**src/rtl/mem_lsu.sv**
```systemverilog
// Memory-stage load/store unit: drives a req/ack data bus, stalls the pipeline while busy, and registers MEM/WB outputs.
// Optional MEM_ALIGN_CHECK_EN: misaligned half/word accesses skip the bus and raise bus_err instead of truncating.
`ifndef RegBus
`define RegBus 31:0
`endif
`ifndef RegAddrBus
`define RegAddrBus 4:0
`endif
`ifndef ZeroWord
`define ZeroWord 32'h0000_0000
`endif
`ifndef NOPRegAddr
`define NOPRegAddr 5'b00000
`endif
`ifndef WriteDisable
`define WriteDisable 1'b0
`endif

module mem_lsu #(
  parameter int unsigned TIMEOUT = 16
) (
  input  logic               clk,
  input  logic               rst,
  input  logic [`RegBus]     mem_wdata,
  input  logic [`RegAddrBus] mem_wd,
  input  logic               mem_wreg,
  input  logic [3:0]         mem_op,
  input  logic [`RegBus]     mem_sdata,
  output logic               bus_req,
  output logic               bus_we,
  output logic [`RegBus]     bus_addr,
  output logic [3:0]         bus_sel,
  output logic [`RegBus]     bus_wdata,
  input  logic [`RegBus]     bus_rdata,
  input  logic               bus_ack,
  output logic               stallreq,
  output logic               bus_err,
  output logic [`RegBus]     wb_wdata,
  output logic [`RegAddrBus] wb_wd,
  output logic               wb_wreg
);

  typedef enum logic [1:0] {S_IDLE, S_WAIT, S_DONE} state_t;

  state_t             state_q, state_d;
  logic [7:0]         cnt_q, cnt_d;
  logic [3:0]         op_q, op_d;
  logic [1:0]         off_q, off_d;
  logic [`RegBus]     cap_q, cap_d;
  logic               cap_ok_q, cap_ok_d;
  logic               bus_req_q, bus_req_d;
  logic               bus_we_q, bus_we_d;
  logic [`RegBus]     bus_addr_q, bus_addr_d;
  logic [3:0]         bus_sel_q, bus_sel_d;
  logic [`RegBus]     bus_wdata_q, bus_wdata_d;
  logic               bus_err_q, bus_err_d;
  logic [`RegBus]     wb_wdata_q, wb_wdata_d;
  logic [`RegAddrBus] wb_wd_q, wb_wd_d;
  logic               wb_wreg_q, wb_wreg_d;

  logic           in_load, in_store, in_mem, q_load, issue_ok;
  logic [3:0]     sel_new;
  logic [`RegBus] wdata_new;
  logic [7:0]     rd_byte;
  logic [15:0]    rd_half;
  logic [`RegBus] ld_val;

  assign in_load  = (mem_op >= 4'd1) && (mem_op <= 4'd5);
  assign in_store = (mem_op >= 4'd6) && (mem_op <= 4'd8);
  assign in_mem   = in_load || in_store;
  assign q_load   = (op_q >= 4'd1) && (op_q <= 4'd5);

`ifdef MEM_ALIGN_CHECK_EN
  logic misaligned;
  always_comb begin
    misaligned = 1'b0;
    case (mem_op)
      4'd3, 4'd4, 4'd7: misaligned = mem_wdata[0];
      4'd5, 4'd8:       misaligned = (mem_wdata[1:0] != 2'b00);
      default:          misaligned = 1'b0;
    endcase
  end
  assign issue_ok = !misaligned;
`else
  assign issue_ok = 1'b1;
`endif

  // Big-endian lanes: offset 0 is bits 31:24, so sel[3] is the lowest address.
  always_comb begin
    sel_new   = 4'b1111;
    wdata_new = '0;
    case (mem_op)
      4'd1, 4'd2, 4'd6: sel_new = 4'b1000 >> mem_wdata[1:0];
      4'd3, 4'd4, 4'd7: sel_new = mem_wdata[1] ? 4'b0011 : 4'b1100;
      default:          sel_new = 4'b1111;
    endcase
    case (mem_op)
      4'd6:    wdata_new = {4{mem_sdata[7:0]}};
      4'd7:    wdata_new = {2{mem_sdata[15:0]}};
      4'd8:    wdata_new = mem_sdata;
      default: wdata_new = '0;
    endcase
  end

  always_comb begin
    rd_byte = bus_rdata[31:24];
    case (off_q)
      2'd0:    rd_byte = bus_rdata[31:24];
      2'd1:    rd_byte = bus_rdata[23:16];
      2'd2:    rd_byte = bus_rdata[15:8];
      default: rd_byte = bus_rdata[7:0];
    endcase
    rd_half = off_q[1] ? bus_rdata[15:0] : bus_rdata[31:16];
    case (op_q)
      4'd1:    ld_val = {{24{rd_byte[7]}}, rd_byte};
      4'd2:    ld_val = {24'd0, rd_byte};
      4'd3:    ld_val = {{16{rd_half[15]}}, rd_half};
      4'd4:    ld_val = {16'd0, rd_half};
      default: ld_val = bus_rdata;
    endcase
  end

  always_comb begin
    state_d     = state_q;
    cnt_d       = cnt_q;
    op_d        = op_q;
    off_d       = off_q;
    cap_d       = cap_q;
    cap_ok_d    = cap_ok_q;
    bus_req_d   = bus_req_q;
    bus_we_d    = bus_we_q;
    bus_addr_d  = bus_addr_q;
    bus_sel_d   = bus_sel_q;
    bus_wdata_d = bus_wdata_q;
    bus_err_d   = 1'b0;
    wb_wdata_d  = wb_wdata_q;
    wb_wd_d     = wb_wd_q;
    wb_wreg_d   = wb_wreg_q;
    stallreq    = 1'b0;
    case (state_q)
      S_IDLE: begin
        if (in_mem) begin
          stallreq   = 1'b1;
          op_d       = mem_op;
          off_d      = mem_wdata[1:0];
          cnt_d      = '0;
          wb_wdata_d = `ZeroWord;
          wb_wd_d    = `NOPRegAddr;
          wb_wreg_d  = `WriteDisable;
          if (issue_ok) begin
            bus_req_d   = 1'b1;
            bus_we_d    = in_store;
            bus_addr_d  = {mem_wdata[31:2], 2'b00};
            bus_sel_d   = sel_new;
            bus_wdata_d = wdata_new;
            cap_ok_d    = 1'b1;
            state_d     = S_WAIT;
          end else begin
            bus_err_d = 1'b1;
            cap_d     = '0;
            cap_ok_d  = 1'b0;
            state_d   = S_DONE;
          end
        end else begin
          wb_wdata_d = mem_wdata;
          wb_wd_d    = mem_wd;
          wb_wreg_d  = mem_wreg;
        end
      end
      S_WAIT: begin
        stallreq = 1'b1;
        // Ack is tested before the limit so a same-cycle ack completes normally.
        if (bus_ack) begin
          if (q_load) cap_d = ld_val;
          cap_ok_d  = 1'b1;
          bus_req_d = 1'b0;
          state_d   = S_DONE;
        end else if (cnt_q == 8'(TIMEOUT - 1)) begin
          bus_req_d = 1'b0;
          bus_err_d = 1'b1;
          cap_d     = '0;
          cap_ok_d  = 1'b0;
          state_d   = S_DONE;
        end else begin
          cnt_d = cnt_q + 8'd1;
        end
      end
      S_DONE: begin
        wb_wdata_d = q_load ? cap_q : mem_wdata;
        wb_wd_d    = mem_wd;
        wb_wreg_d  = q_load ? (mem_wreg && cap_ok_q) : 1'b0;
        state_d    = S_IDLE;
      end
      default: state_d = S_IDLE;
    endcase
  end

  always_ff @(posedge clk) begin
    if (rst) begin
      state_q     <= S_IDLE;
      cnt_q       <= '0;
      op_q        <= '0;
      off_q       <= '0;
      cap_q       <= '0;
      cap_ok_q    <= 1'b0;
      bus_req_q   <= 1'b0;
      bus_we_q    <= 1'b0;
      bus_addr_q  <= '0;
      bus_sel_q   <= '0;
      bus_wdata_q <= '0;
      bus_err_q   <= 1'b0;
      wb_wdata_q  <= `ZeroWord;
      wb_wd_q     <= `NOPRegAddr;
      wb_wreg_q   <= `WriteDisable;
    end else begin
      state_q     <= state_d;
      cnt_q       <= cnt_d;
      op_q        <= op_d;
      off_q       <= off_d;
      cap_q       <= cap_d;
      cap_ok_q    <= cap_ok_d;
      bus_req_q   <= bus_req_d;
      bus_we_q    <= bus_we_d;
      bus_addr_q  <= bus_addr_d;
      bus_sel_q   <= bus_sel_d;
      bus_wdata_q <= bus_wdata_d;
      bus_err_q   <= bus_err_d;
      wb_wdata_q  <= wb_wdata_d;
      wb_wd_q     <= wb_wd_d;
      wb_wreg_q   <= wb_wreg_d;
    end
  end

  assign bus_req   = bus_req_q;
  assign bus_we    = bus_we_q;
  assign bus_addr  = bus_addr_q;
  assign bus_sel   = bus_sel_q;
  assign bus_wdata = bus_wdata_q;
  assign bus_err   = bus_err_q;
  assign wb_wdata  = wb_wdata_q;
  assign wb_wd     = wb_wd_q;
  assign wb_wreg   = wb_wreg_q;

endmodule

```
**config.mk**
```make
export PLATFORM = sky130hd
export DESIGN_NAME = mem_lsu
export DESIGN_NICKNAME = d
export VERILOG_FILES = /design/src/rtl/mem_lsu.sv
export SDC_FILE = /design/constraint.sdc
export NUM_CORES = 1
export LEC_CHECK = 0
export ABC_AREA = 1
export BUFFER_PORTS_ARGS = -buffer_cell sky130_fd_sc_hd__buf_4
export CORE_AREA = 2 2 123 125
export CTS_CLUSTER_SIZE = 16
export DETAILED_ROUTE_END_ITERATION = 8
export DIE_AREA = 0 0 125 127
export PLACE_DENSITY = 0.79
export SLEW_MARGIN = 20
export SYNTH_ARGS = -nofsm -noshare
export SYNTH_HDL_FRONTEND = slang
export SYNTH_SLANG_ARGS = --single-unit
```
**constraint.sdc**
```tcl
create_clock -name clk -period 2 [get_ports clk]
set_clock_uncertainty 0.2 [all_clocks]
set_input_delay 0.4 -clock clk [delete_from_list [all_inputs] [get_ports clk]]
set_output_delay 0.4 -clock clk [all_outputs]
set_load 0.05 [all_outputs]
```
---- Yosys cells after proc, flatten, opt, wreduce, memory -nomap -nowiden ----
Cells that the tools add are included.
word-level totals
  flip-flop bits (word level) ............. 156
  input bits .............................. 109
  output and inout port bits .............. 110
  logic and storage cells ................. 97
cells by class
  add/sub/neg operators ................... 1
  order comparisons ....................... 6
  equal/unequal tests ..................... 21
  shifts and indexed selects .............. 1
  muxes and demuxes ....................... 34
  bitwise logic cells ..................... 1
  reductions and logical operators ........ 18
operator list
  operator             number
  $mux 32              5
  $pmux 32 s4          1
  $pmux 32 s3          1
  $pmux 32 s2          1
  $mux 8               3
  $pmux 8 s3           1
  $eq 4x2->1 const B   4
  $eq 4x3->1 const B   4
  $mux 16              1
  $pmux 8 s2           1
  $pmux 5 s2           1
  $reduce_or 3->1      3
  $add 8x1->8 const B  1
  $eq 4x1->1 const B   2
  $eq 8x4->1 const B   1
  $ge 4x1->1 const B   2
  $le 4x3->1 const B   2
  $mux 1               8
  $pmux 1 s2           4
  $pmux 4 s2           1
  $mux 2               3
  $ne 2x2->1 const B   3
  $reduce_and 3->1     2
  $reduce_bool 2->1    3
  other kinds (17)     24

---- Depth between registers and ports, before layout ----
  word-level depth ........................ 5
  depth in mapped cells ................... 11

---- Worst setup path after synthesis ----
No wires, ideal clock.
  path kind ............................... in2out
  start ................................... in mem_op[0]
  end ..................................... out stallreq
  arrival ................................. 1.340 ns
  setup slack ............................. 0.060 ns
  stages .................................. 6
  cells stage by stage .................... nor2_2 nand3_2 nand2_2 nand2_4 buf_4 nand2_1
between the ends
  word-level cells in the longest chain between the ends .. 5
  elaborated cells on any way between the ends .. 9
  classes of those cells .................. order compare (4); mux (2); reduce/logical (3)
RTL lines
  what                                      line    source
  start, declared                           27      input logic [3:0] mem_op,
  $ge 4x1->1, or another cell as far along  68      assign in_load = (mem_op >= 4'd1) && (mem_op <= 4'd5);
  $logic_and 1x1->1 (on tied branches)      68, 69
  $logic_or 1x1->1 *                        70      assign in_mem = in_load || in_store;
  $mux 1 *                                  142     if (in_mem) begin
  $pmux 1 s2 *                              140     case (state_q)
  end, declared                             36      output logic stallreq,
Every way passes the cells marked *; elsewhere a longest branch is shown, timed or not.

---- Worst setup path in the final report ----
Ends and elaborated chain as after synthesis.

==> run summary <==
Synth warn -> 0
Clk_lat worst skew -> 0.42 ns
Layout cell share with drive strength beyond 1 -> 25.8%
Synth area leaders -> dfxtp_1 42%, nand2_1 13%, o21ai_0 8.6%
Antenna-violating nets left -> 0
Arrival time at the worst endpoint -> 1.34 ns
Vias in the first global route -> 7033
Post-synth EDFFs -> 0
Synth cell types -> 37
Worst slew pin tran -> 0.579 ns
Clock transition at path regs -> 0.06 ns
Crit Reg-Reg Startpoint -> cnt_q[0]
Hold_buf cts -> 0
Status -> complete, no violations
Fmax achieved -> 0.516 GHz
Slew headroom -> 61.3%
Ys async rst share -> 0%
Placed insts -> 1425
Met2 GRT Util -> 47.6%
Leakage power -> 0.00428 uW
Most frequent cells in the layout -> 250 x nand2_1, 238 x buf_4, 154 x dfxtp_1, 127 x o21ai_0, 113 x a21oi_1
Chip Height -> 127 um
Top Usage Layer GRT -> met2
Final TNS setup -> 0 ns
Max Fanout on Critical Path -> 11
Num CTS Buffers -> 17
R2r endpoint -> cap_q[2]
CTS sink cnt -> 156
Vias per inst -> 5.36
DPL Wire Length -> 16.0 mm
Max-Cap Viols -> 0
Initial Util -> 51.4%
Dominant synthesized flop cell -> dfxtp_1
Post-layout instance area -> 0.00980 sq mm
DR DRC count -> 0
CTS resizes -> 0
Diodes inserted -> 0
Met1 usage -> 32.2%
Setup repair bufs after CTS -> 0
I/O Buffers -> 216
Post-synth top area share -> 42.1%
Endpoints failing setup -> 0
Wire length of the first global-routing pass -> 35.1 mm
WL/cell -> 15.1 um
Startpoint Class -> primary input
Row Count -> 44
H-tree lvl count -> 4
Final hold slack -> 0.0255 ns
Final Critical Period -> 1.94 ns
Initial DRC count -> 499
Grt total ovfl -> 0
Max Slew Vio Count -> 0
Dominant cell type by area after synthesis -> dfxtp_1
Worst setup path end -> stallreq
Post-Synthesis Cells -> 1064
Gr usage total -> 27.1%
Synth Cell Area -> 0.00741 sq mm
Fin crit share -> 96.9%
# fillers -> 1294
Met3 usage -> 7.24%
RD Place Congestion -> 0.933
Post-Layout Cell Count -> 1457
Placed cell areas -> 0.00921 sq mm
R2R cell count -> 8
Routed WL -> 22.0 mm
Setup crit end kind -> output port
Critical path launch point -> mem_op[0]
Bufs on Longest Clock Path -> 2
Largest net degree at the start of global routing -> 63
Crit path required time -> 1.40 ns
Die ar. -> 0.0159 sq mm
Nets -> 1370
Avg Inst Size Synth -> 6.97 sq um
Flop-to-flop setup slack -> 0.14 ns
Commonest non-fill, non-tap cell in the layout -> nand2_1
Worst VDD drop -> 0.651 mV
Vias -> 7809
Initial antenna violation count -> 0
I/O pin count -> 219
Power Dens Cells -> 875 mW/mm^2
Sequential share of the synthesized area -> 42.1%
Die Wd -> 125 um
Core area -> 0.0144 sq mm
Final Hold Fails -> 0
Setup CP Type -> primary input to output port
CTS tree -> yes
Area delta synth->final -> 32.2%
Seq cells post-synth -> 156
Worst min-delay path category -> primary input to flop
Root buf cell -> clkbuf_16
Pre-antenna DRT Iters -> 5
[worst min-delay path by stage]
stage | slack (ns) | startpoint | endpoint | cells past startpoint
after floorplan | 0.24 | cap_q[0] | cap_q[0] | 2
after global placement | 0.23 | bus_wdata[17] | bus_wdata[17] | 2
after detailed placement | 0.24 | bus_wdata[17] | bus_wdata[17] | 2
after CTS | 0.02 | mem_wd[0] | wb_wd[0] | 3
after global routing | 0.05 | mem_wd[0] | wb_wd[0] | 3
final | 0.03 | mem_wd[0] | wb_wd[0] | 3
[registers in the layout, indices dropped and copies added, names as in the netlist, 2 cells and up]
register,flops
cap_q,32
wb_wdata,32
cnt_q,8
bus_addr,30
off_q,2
bus_sel,4
state_q,2
bus_wdata,32
op_q,4
wb_wd,5
[critical path, stage by stage]
cell and delay [ns]:
buf_4 0.14, nor2_2 0.15, nand3_2 0.13, nand2_2 0.13, nand2_4 0.12, nand2_2 0.10, buf_6 0.16
[stage by stage]
stage | worst slack, ns | utilization, % | power (uW)
4_1_cts | 0.00343 | 67.7 | 8590
2_1_floorplan | 0.0601 | - | 4850
3_5_place_dp | 0.0285 | 63.8 | 5550
6_report | 0.0617 | 67.9 | 8580
3_3_place_gp | 0.0630 | 63.8 | 5520
5_1_grt | -0.0106 | 67.9 | 8920
[synthesized netlist by cell type, types with 2 or more instances]
cell and instances:
o211ai_2 9, o211ai_1 7, nor2_4 2, inv_2 5, a21oi_1 113, o21ai_0 127, mux2i_1 5, buf_6 5
nand2_1 252, buf_4 8, nor3_1 3, inv_1 79, buf_1 2, nor2_2 8, nor2_1 100, nand3_1 54
nand2_4 3, o21ai_1 10, buf_2 28, clkbuf_1 26, nand2_2 4, a31oi_1 34, dfxtp_1 156, or2_2 9
nand3_2 3
[kinds of logic after synthesis]
family                     Yosys count  synth area share, %
AOI/OAI and AO/OA                  303                 22.3
DFF                                156                 42.1
buffers and inverters              155                 9.40
adders and majority gates            1                0.169
and+or+nand+nor                    442                 25.1
muxes                                5                0.675
xor gates and xnor gates             1                0.118
other                                1               0.0506
[final cells by class]
type,count,area (sq um),area share (%)
timing repair buffer,246,1940,19.8
sequential,156,3130,31.9
clock buffer,22,484,4.94
inverter,85,322,3.28
tap,184,230,2.35
clock inverter,10,81.3,0.830
multi-input combinational,754,3620,36.9
[power breakdown]
| group | leakage [uW] | switching [uW] | internal [uW] | total [uW] |
|---|---|---|---|---|
| registers | 0.00128 | 109 | 3290 | 3400 |
| clock network | 0.000268 | 1320 | 1740 | 3060 |
| logic | 0.00274 | 1420 | 697 | 2110 |
| total | 0.00428 | 2850 | 5730 | 8580 |
[layer usage]
| layer | vias up | share of wire, % |
|---|---|---|
| li1 | 3890 | - |
| met1 | 3554 | 39 |
| met2 | 324 | 50 |
| met3 | 41 | 8.6 |
| met4 | 0 | 2.4 |
| met5 | - | 0 |
(Power assumes the default switching activity.)
